File: src/rtl/cmd_scheduler.sv
// In-order command scheduler: queues SWAP/CLEAN requests in a small FIFO and issues them
// one at a time, following each target engine's BUSY handshake (ack, then completion)
// before moving on to the next queued command.
module cmd_scheduler #(
    parameter int unsigned DEPTH       = 4,
    parameter int unsigned ACK_TIMEOUT = 16
) (
    input  logic                   CLK,
    input  logic                   rst,
    input  logic                   packet_ready,
    input  logic [7:0]             opcode,
    input  logic [7:0]             BUSY,
    output logic [7:0]             CMD,
    output logic                   q_empty,
    output logic                   q_full,
    output logic [$clog2(DEPTH):0] q_count,
    output logic                   active,
    output logic                   overflow,
    output logic                   bad_opcode,
    output logic                   ack_timeout
);

    localparam int unsigned PtrW = $clog2(DEPTH);
    localparam int unsigned CntW = PtrW + 1;
    localparam int unsigned TmrW = $clog2(ACK_TIMEOUT) + 1;
    localparam logic [CntW-1:0] FullCnt = CntW'(DEPTH);
    localparam logic [TmrW-1:0] TmrLast = TmrW'(ACK_TIMEOUT - 1);

    typedef enum logic [1:0] {StIdle, StWaitAck, StWaitDone} state_e;

    state_e           state_q, state_d;
    logic [DEPTH-1:0] mem_q;  // one bit per entry: 0 = SWAP engine, 1 = CLEAN engine
    logic [PtrW-1:0]  wr_ptr_q, rd_ptr_q;
    logic [CntW-1:0]  count_q, count_d;
    logic [TmrW-1:0]  timer_q, timer_d;
    logic             cur_q, cur_d;
    logic [1:0]       cmd_q, cmd_d;
    logic             overflow_q, overflow_d;
    logic             bad_q, bad_d;
    logic             to_q, to_d;

    logic op_valid, op_clean, push, pop, head_idx, head_busy, cur_busy;

    assign op_valid  = (opcode == 8'h01) || (opcode == 8'h02);
    assign op_clean  = (opcode == 8'h02);
    // A full queue rejects the packet even if the head is popped in the same cycle.
    assign push      = packet_ready && op_valid && (count_q != FullCnt);
    assign head_idx  = mem_q[rd_ptr_q];
    assign head_busy = head_idx ? BUSY[1] : BUSY[0];
    assign cur_busy  = cur_q ? BUSY[1] : BUSY[0];
    assign pop       = (state_q == StIdle) && (count_q != '0) && !head_busy;

    assign overflow_d = packet_ready && op_valid && (count_q == FullCnt);
    assign bad_d      = packet_ready && !op_valid;

    // Occupancy next-state: simultaneous push and pop leave the count unchanged.
    always_comb begin
        count_d = count_q;
        if (push && !pop) begin
            count_d = count_q + CntW'(1);
        end else if (!push && pop) begin
            count_d = count_q - CntW'(1);
        end
    end

    // FIFO storage, pointers, occupancy and rejection pulses.
    always_ff @(posedge CLK) begin
        if (rst) begin
            wr_ptr_q   <= '0;
            rd_ptr_q   <= '0;
            count_q    <= '0;
            overflow_q <= 1'b0;
            bad_q      <= 1'b0;
        end else begin
            if (push) begin
                mem_q[wr_ptr_q] <= op_clean;
                wr_ptr_q        <= wr_ptr_q + PtrW'(1);
            end
            if (pop) begin
                rd_ptr_q <= rd_ptr_q + PtrW'(1);
            end
            count_q    <= count_d;
            overflow_q <= overflow_d;
            bad_q      <= bad_d;
        end
    end

    // Scheduler state register plus registered command and timeout pulses.
    always_ff @(posedge CLK) begin
        if (rst) begin
            state_q <= StIdle;
            timer_q <= '0;
            cur_q   <= 1'b0;
            cmd_q   <= '0;
            to_q    <= 1'b0;
        end else begin
            state_q <= state_d;
            timer_q <= timer_d;
            cur_q   <= cur_d;
            cmd_q   <= cmd_d;
            to_q    <= to_d;
        end
    end

    // Next-state: issue from IDLE, wait for the engine to ack, then to finish.
    always_comb begin
        state_d = state_q;
        timer_d = timer_q;
        cur_d   = cur_q;
        case (state_q)
            StIdle: begin
                if (pop) begin
                    state_d = StWaitAck;
                    timer_d = '0;
                    cur_d   = head_idx;
                end
            end
            StWaitAck: begin
                if (cur_busy) begin
                    state_d = StWaitDone;
                end else if (timer_q == TmrLast) begin
                    state_d = StIdle;
                end else begin
                    timer_d = timer_q + TmrW'(1);
                end
            end
            StWaitDone: begin
                if (!cur_busy) begin
                    state_d = StIdle;
                end
            end
            default: state_d = StIdle;
        endcase
    end

    // Output decode: one-cycle start pulse on issue, one-cycle pulse on ack timeout.
    always_comb begin
        cmd_d = '0;
        to_d  = 1'b0;
        if (pop) begin
            cmd_d = head_idx ? 2'b10 : 2'b01;
        end
        if ((state_q == StWaitAck) && !cur_busy && (timer_q == TmrLast)) begin
            to_d = 1'b1;
        end
    end

    assign CMD         = {6'b0, cmd_q};
    assign q_empty     = (count_q == '0);
    assign q_full      = (count_q == FullCnt);
    assign q_count     = count_q;
    assign active      = (state_q != StIdle);
    assign overflow    = overflow_q;
    assign bad_opcode  = bad_q;
    assign ack_timeout = to_q;

endmodule

File: config.mk
export PLATFORM = sky130hd
export DESIGN_NAME = cmd_scheduler
export DESIGN_NICKNAME = d
export VERILOG_FILES = /design/src/rtl/cmd_scheduler.sv
export SDC_FILE = /design/constraint.sdc
export NUM_CORES = 1
export LEC_CHECK = 0
export ABC_CLOCK_PERIOD_IN_PS = 3640
export CAP_MARGIN = 20
export CORE_AREA = 2 2 55 57
export CTS_BUF_LIST = sky130_fd_sc_hd__clkbuf_8
export DETAILED_ROUTE_END_ITERATION = 10
export DIE_AREA = 0 0 57 59
export PLACE_DENSITY = 0.77
export SYNTH_ARGS = -nofsm -noshare
export SYNTH_HDL_FRONTEND = slang
export SYNTH_SLANG_ARGS = --single-unit
File: constraint.sdc
create_clock -name CLK -period 3.64 [get_ports CLK]
set_clock_uncertainty 0.1 [all_clocks]
set_input_delay 0.546 -clock CLK [delete_from_list [all_inputs] [get_ports CLK]]
set_output_delay 0.546 -clock CLK [all_outputs]
set_load 0.05 [all_outputs]
==> run summary, run 1 <==
========================================================================================================
Outcome                                                                                     complete, no violations
Instance count of the mapped netlist                                                                 126
CTS buffer count                                                                                       3
Number of I/O port buffers                                                                            23
Clock period minus worst slack                                                                   2.96 ns
Drt first-iter violations                                                                             26
Global Route Usage Sum                                                                             15.7%
Sequential element share of the synthesized area                                                   43.1%
Worst setup path class                                                                      flop to flop
Clock Sinks                                                                                           24
Top post-synthesis cells by count                                                           20 x sky130_fd_sc_hd__dfxtp_1, 9 x sky130_fd_sc_hd__inv_1, 9 x sky130_fd_sc_hd__nor2_1, 8 x sky130_fd_sc_hd__a21oi_1, 7 x sky130_fd_sc_hd__ha_1
Fin worst setup slack                                                                           0.677 ns
Antenna-violating nets left                                                                            0
Final TNS setup                                                                                     0 ns
FF-to-FF path depth                                                                                   10
Worst hold path cell count                                                                             2
Combined area of all synthesized cells                                                       0.00121 mm²
Die Wd                                                                                             57 µm
Initial antenna violation count                                                                        0
Per-instance average area after synthesis                                                       9.59 µm²
Clock tree from TritonCTS                                                                           done
N_diodes                                                                                               0
Final hold violation count                                                                             0
CTS Hold Buffers Added                                                                                 0
Share of total power in the clock network                                                          16.2%
Starting utilization of the core area                                                              44.6%
Setup repair after global routing missed its margin                                                   no
Detailed-placement wirelength estimate                                                           1760 µm
Worst Path Arrival                                                                               3.06 ns
Switching share of total power                                                                     43.4%
Portion of total power attributed to sequential cells                                              36.2%
Peak supply drop                                                                                0.554 mV
Hold crit path type                                                                         flop to flop
Die Ht                                                                                             59 µm
Drt wl/cell                                                                                      12.4 µm
Power per Cell Area                                                                           638 mW/mm²
Critical-path maximum fanout                                                                           9
Number of levels the H-tree was split into                                                             1
Normalized max-slew margin                                                                         65.7%
Share of Yosys cell area claimed by the top area cell type                                         33.1%
Static power due to leakage                                                                     0.586 nW
Cell taking the most area after synthesis                                                   sky130_fd_sc_hd__dfxtp_1
Routed via count                                                                                     967
Flip-flop and latch count after synthesis                                                             24
Reported net switching power                                                                  0.000415 W
Hold path endpoint                                                                           rd_ptr_q[1]
Post-CTS Repair Setup Buffers                                                                          0
Wire length of the first global-routing pass                                                     4130 µm
Most used DFF post-synth                                                                    sky130_fd_sc_hd__dfxtp_1
Worst Path Required                                                                              3.74 ns
Worst path cell trace                                                                       mux4_2 -> mux2_4 -> nor2_1 -> inv_1 -> ha_1 -> inv_1 -> fa_1 -> xor2_1 -> or3_1 -> a21oi_1
DRC                                                                                                    0
Ratio of cells with drive above 1 in the final layout                                              6.00%
Worst slack after detailed placement                                                            0.432 ns
Number of flops mapped to enable cells by yosys                                                        4
Transition time of the tightest slew-check pin                                                  0.513 ns
Number of distinct library cells after synthesis                                                      38
DRT Pass-1 Iters                                                                                       4
Area overhead of the layout relative to synthesis                                                  23.9%
Element type at the critical path end                                                               flop
Register-to-register setup slack                                                                 0.68 ns
Net count reported at finish                                                                         178
Yosys Warn Count                                                                                       0
Most numerous cell in the Yosys netlist                                                     sky130_fd_sc_hd__dfxtp_1
Number of buffers on the longest clock path                                                            2
Biggest area contributors in the synthesized netlist                                        sky130_fd_sc_hd__dfxtp_1 33%, sky130_fd_sc_hd__edfxtp_1 9.9%, sky130_fd_sc_hd__ha_1 7.2%, sky130_fd_sc_hd__buf_4 3.7%, sky130_fd_sc_hd__a21oi_1 3.3%
Worst-skew pair later-pin latency                                                                0.26 ns
Number of resized instances in the post-cts repair step                                                0
Fraction of registers with async set or reset after synthesis                                         0%
Timing-limited maximum frequency                                                                 338 MHz
Logic gate share of total power                                                                    47.6%
Core utilization of the finished layout                                                            55.3%
Final GP Congestion                                                                                0.733
Launching element type of the critical path                                                         flop
Floorplan Core Area                                                                          0.00271 mm²
Final period utilization                                                                           81.4%
CTS root buf                                                                                sky130_fd_sc_hd__clkbuf_8
Start point of the worst min-delay path                                                      rd_ptr_q[1]
Pin count of the biggest net entering global routing                                                  19
GRT Residual Overflow                                                                                  0
Count of pins on the block boundary                                                                   36
Largest stage delay, worst path                                                                  0.56 ns
R2r endpoint                                                                                  q_count[2]
Total wirelength of the detailed-routed design                                                   2240 µm
Post-CTS clock slew at the launch and capture registers of the worst setup and hold paths        0.08 ns
Max-slew violations                                                                                    0
Cell internal power dissipation                                                               0.000541 W
Via count normalized by instance count                                                              5.34
Most frequent CP cell                                                                       sky130_fd_sc_hd__inv_1
Full die area                                                                                0.00336 mm²
Max-cap viol count                                                                                     0
Worst reg2reg path startpoint                                                                rd_ptr_q[0]
Final setup viols                                                                                      0
Number of cell rows                                                                                   19
Vias in the first global route                                                                       970
Cell with the biggest individual delay on the critical path                                 sky130_fd_sc_hd__mux4_2
========================================================================================================
[power groups by stage]
stage / combinational (W) / clock (W) / sequential (W)
finish: 0.000455 / 0.000155 / 0.000346
global placement: 0.000445 / 0 / 0.000350
detailed placement: 0.000458 / 0 / 0.000352
global route: 0.000494 / 0.000173 / 0.000354
floorplan: 0.000275 / 0 / 0.000407
CTS: 0.000461 / 0.000160 / 0.000346
[state kept, by name, summed over array words and instances, names as in the netlist]
| name | count |
|---|---|
| ack_timeout | 1 |
| bad_opcode | 1 |
| cmd_q | 2 |
| cur_q | 1 |
| mem_q | 4 |
| overflow | 1 |
| q_count | 3 |
| rd_ptr_q | 2 |
| state_q | 2 |
| timer_q | 5 |
| wr_ptr_q | 2 |
[worst max-delay path, delay by kind of cell, from the launching register on]
| family | cells | cell delay (ns) |
|---|---|---|
| muxes | 2 | 0.84 |
| xor gates and xnor gates | 1 | 0.19 |
| buffers and inverters | 2 | 0.23 |
| AOI/OAI and AO/OA | 1 | 0.15 |
| and+or+nand+nor | 2 | 0.38 |
| adders and majority gates | 2 | 0.61 |
| DFF | 1 | 0.40 |
[cell usage in the layout, fill, tap and decap left out, types with 4 or more instances in the layout]
cell type / instances
sky130_fd_sc_hd__o21ai_0: 5
sky130_fd_sc_hd__clkdlybuf4s50_1: 23
sky130_fd_sc_hd__ha_1: 7
sky130_fd_sc_hd__and2_1: 5
sky130_fd_sc_hd__nand2_1: 4
sky130_fd_sc_hd__nor2_1: 9
sky130_fd_sc_hd__and3_1: 4
sky130_fd_sc_hd__inv_1: 10
sky130_fd_sc_hd__conb_1: 6
sky130_fd_sc_hd__edfxtp_1: 4
sky130_fd_sc_hd__a21oi_1: 8
sky130_fd_sc_hd__dfxtp_1: 20
[per-stage QoR]
stage	power (W)	cell area, µm²	hold WS, ns	cells
final	0.000956	1500	0.393	181
after detailed placement	0.000810	1450	0.385	177
after floorplan	0.000682	1230	0.359	131
after CTS	0.000967	1500	0.397	181
after global placement	0.000794	1450	0.372	177
after global routing	0.00102	1500	0.433	181
[cell families (layout without fill, tap and decap cells)]
kind of cell,after synthesis,in the layout,synth area share [%]
xor gates and xnor gates,4,4,2.90
and+or+nand+nor,44,44,20.8
DFF,24,24,43.1
other,1,6,0.310
muxes,4,4,4.76
AOI/OAI and AO/OA,23,23,11.8
buffers and inverters,18,37,7.45
adders and majority gates,8,8,8.90
[area by class of cell]
type | instances | area (µm²)
clock buffers | 3 | 41.3
well taps | 31 | 38.8
repair buffers | 24 | 238
inverters | 9 | 33.8
clock inverters | 1 | 3.75
multi-input cells | 89 | 622
flip-flops and latches | 24 | 520
fillers | 257 | 1210
[routing by layer]
layer / part of all wire [%] / global-route usage, %
met5: 0 / 0
met4: 1.7 / 5.98
met2: 48 / 27.4
met3: 6.1 / 4.15
met1: 44 / 18.7
[how the worst max path moves through the flow]
stage	from	end	cells past startpoint
floorplan	q_count[0]	q_count[2]	11
global placement	opcode[3]	q_count[2]	10
detailed placement	opcode[3]	q_count[2]	10
CTS	rd_ptr_q[0]	q_count[2]	10
global route	rd_ptr_q[0]	q_count[2]	10
finish	rd_ptr_q[0]	q_count[2]	10
No activity file was read; power rests on OpenSTA's default activity.
==> run 2: changes to the inputs <==
--- a/config.mk
+++ b/config.mk
@@ -5,7 +5,7 @@
 export SDC_FILE = /design/constraint.sdc
 export NUM_CORES = 1
 export LEC_CHECK = 0
-export ABC_CLOCK_PERIOD_IN_PS = 3640
+export ABC_CLOCK_PERIOD_IN_PS = 2800
 export CAP_MARGIN = 20
 export CORE_AREA = 2 2 55 57
 export CTS_BUF_LIST = sky130_fd_sc_hd__clkbuf_8
==> constraint.sdc (replaced) <==
create_clock -name CLK -period 2.8 [get_ports CLK]
set_clock_uncertainty 0.1 [all_clocks]
set_input_delay 0.42 -clock CLK [delete_from_list [all_inputs] [get_ports CLK]]
set_output_delay 0.42 -clock CLK [all_outputs]
set_load 0.05 [all_outputs]
==> run summary, run 2 (synthesized netlist as in run 1, its figures left out) <==
========================================================================================================
Outcome                                                                                     complete, no violations
Post-CTS clock slew at the launch and capture registers of the worst setup and hold paths        0.08 ns   about the same
CTS Hold Buffers Added                                                                                 0   unchanged
Reported net switching power                                                                  0.000567 W   +37%
Highest-count cells in the layout ignoring fill and taps                                    23 x sky130_fd_sc_hd__clkdlybuf4s50_1, 16 x sky130_fd_sc_hd__dfxtp_1, 8 x sky130_fd_sc_hd__inv_1, 8 x sky130_fd_sc_hd__nor2_1, 8 x sky130_fd_sc_hd__a21oi_1
Final setup viols                                                                                      0   unchanged
Detailed-placement wirelength estimate                                                           1880 µm   +6.7%
Max-cap viol count                                                                                     0   unchanged
Power per Cell Area                                                                           850 mW/mm²   +33%
Worst hold path cell count                                                                             2   unchanged
Area overhead of the layout relative to synthesis                                                  30.4%
Number of buffers on the longest clock path                                                            2   unchanged
Routed via count                                                                                     995   +2.9%
GRT Residual Overflow                                                                                  0   unchanged
Normalized max-slew margin                                                                         66.6%   +0.91 points
Global Route Usage Sum                                                                             15.1%   -0.66 points
Timing-limited maximum frequency                                                                 375 MHz   +11%
Element type at the critical path end                                                               flop
Worst setup path class                                                                      flop to flop
Max-slew violations                                                                                    0   unchanged
Total wirelength of the detailed-routed design                                                   2420 µm   +8.0%
Launching element type of the critical path                                                         flop
Static power due to leakage                                                                     0.613 nW   +4.5%
Worst Path Required                                                                              2.90 ns   -0.84 ns
N_diodes                                                                                               0   unchanged
CTS buffer count                                                                                       3   unchanged
Final period utilization                                                                           95.2%   +14 points
Wire length of the first global-routing pass                                                     3910 µm   -5.5%
Share of total power in the clock network                                                          17.4%   +1.2 points
Via count normalized by instance count                                                              5.38   +0.67%
Final TNS setup                                                                                     0 ns   unchanged
Die Wd                                                                                             57 µm   unchanged
Max reg flops                                                                                          5   unchanged
Worst Hold Margin                                                                               0.390 ns   -0.00309 ns
Worst Path Arrival                                                                               2.76 ns   -0.30 ns
Number of cell rows                                                                                   19   unchanged
Starting utilization of the core area                                                              44.6%   unchanged
Clock Sinks                                                                                           24   unchanged
Worst slack after detailed placement                                                           -0.241 ns   -0.673 ns
Count of non-filler cells in the finished layout                                                     185   +2.2%
CTS root buf                                                                                sky130_fd_sc_hd__clkbuf_8
Final GP Congestion                                                                                0.759   +3.5%
DRC                                                                                                    0   unchanged
Antenna-violating nets left                                                                            0   unchanged
Setup repair after global routing missed its margin                                                   no
Count of pins on the block boundary                                                                   36   unchanged
Pin count of the biggest net entering global routing                                                  19   unchanged
Hold crit path type                                                                         flop to flop
Number of I/O port buffers                                                                            23   unchanged
Portion of total power attributed to sequential cells                                              34.8%   -1.4 points
Vias in the first global route                                                                       952   -1.9%
Logic gate share of total power                                                                    47.8%   +0.2 points
Cell internal power dissipation                                                               0.000774 W   +43%
Drt wl/cell                                                                                      13.1 µm   +5.6%
Floorplan Core Area                                                                          0.00271 mm²   unchanged
Drt first-iter violations                                                                              8   -69%
Worst-skew pair later-pin latency                                                                0.26 ns   about the same
Number of levels the H-tree was split into                                                             1   unchanged
Transition time of the tightest slew-check pin                                                  0.499 ns   -0.0137 ns
Critical-path maximum fanout                                                                           4   -5
DRT Pass-1 Iters                                                                                       3   -1
Peak supply drop                                                                                0.678 mV   +22%
Clock tree from TritonCTS                                                                           done
Most common cell after layout, fill and taps aside                                          sky130_fd_sc_hd__clkdlybuf4s50_1
FF-to-FF path depth                                                                                   10   unchanged
Number of cells in the design after placement                                                        180   +1.7%
Fin worst setup slack                                                                           0.135 ns   -0.542 ns
Core utilization of the finished layout                                                            58.2%   +2.9 points
Ratio of cells with drive above 1 in the final layout                                              14.9%   +8.9 points
Clock period minus worst slack                                                                   2.66 ns   -0.298 ns
Final hold violation count                                                                             0   unchanged
Net count reported at finish                                                                         182   +2.2%
Most flops, register                                                                             timer_q
Die Ht                                                                                             59 µm   unchanged
Initial antenna violation count                                                                        0   unchanged
Switching share of total power                                                                     42.3%   -1.1 points
Full die area                                                                                0.00336 mm²   unchanged
========================================================================================================
-- run 2: cell count changes in the layout (fill, tap and decap cells not counted), sizes merged --
cell	before	now
inv	10	9
clkbuf	3	4
buf	1	5
-- run 2: worst max-delay path: stages, from the launching register on --
cell	delay [ns]
sky130_fd_sc_hd__dfxtp_4	0.37
sky130_fd_sc_hd__mux4_2	0.54
sky130_fd_sc_hd__mux2_4	0.24
sky130_fd_sc_hd__nor2_2	0.05
sky130_fd_sc_hd__inv_2	0.08
sky130_fd_sc_hd__ha_2	0.17
sky130_fd_sc_hd__inv_1	0.05
sky130_fd_sc_hd__fa_1	0.37
sky130_fd_sc_hd__xor2_1	0.18
sky130_fd_sc_hd__or3_1	0.30
sky130_fd_sc_hd__a21oi_1	0.14
-- run 2: layout make-up --
class / instances / area (µm²)
flip-flops and latches: 24 / 528
clock buffers: 4 / 55.1
multi-input cells: 89 / 653
repair buffers: 28 / 268
inverters: 9 / 33.8
fillers: 257 / 1130
well taps: 31 / 38.8
-- run 2: power by group through the flow --
stage	logic, W	clock network [W]	registers (W)
6_report	0.000641	0.000233	0.000466
5_1_grt	0.000687	0.000251	0.000476
4_1_cts	0.000623	0.000239	0.000463
3_5_place_dp	0.000621	0	0.000470
3_3_place_gp	0.000603	0	0.000465
2_1_floorplan	0.000370	0	0.000540
-- run 2: worst paths after layout --
check                                   end   startpoint  slack [ns]
worst max register to register   q_count[2]  rd_ptr_q[0]        0.14
worst min-delay path            rd_ptr_q[1]  rd_ptr_q[1]        0.39
worst min register to register  rd_ptr_q[1]  rd_ptr_q[1]        0.39
worst max-delay path             q_count[2]  rd_ptr_q[0]        0.14
-- run 2: what timing repair did --
item                                    4_1_cts  5_1_grt
endpoints found under the hold margin         0        0
buffers inserted                              0        1
endpoints found under the setup margin        0        2
gates resized for setup                       0        8
-- run 2: per-stage QoR --
| stage | cell area (µm²) | power [W] |
|---|---|---|
| floorplan | 1240 | 0.000910 |
| global placement | 1490 | 0.00107 |
| detailed placement | 1490 | 0.00109 |
| CTS | 1540 | 0.00133 |
| global route | 1580 | 0.00141 |
| finish | 1580 | 0.00134 |
-- run 2: metal layers --
layer  routed length, µm  track usage, %  up-vias
met5                   0               0        -
met4                  33            7.97        0
met3                 105            2.62        4
met2                1250            26.6       25
met1                1030            17.5      476
li1                    -               -      490
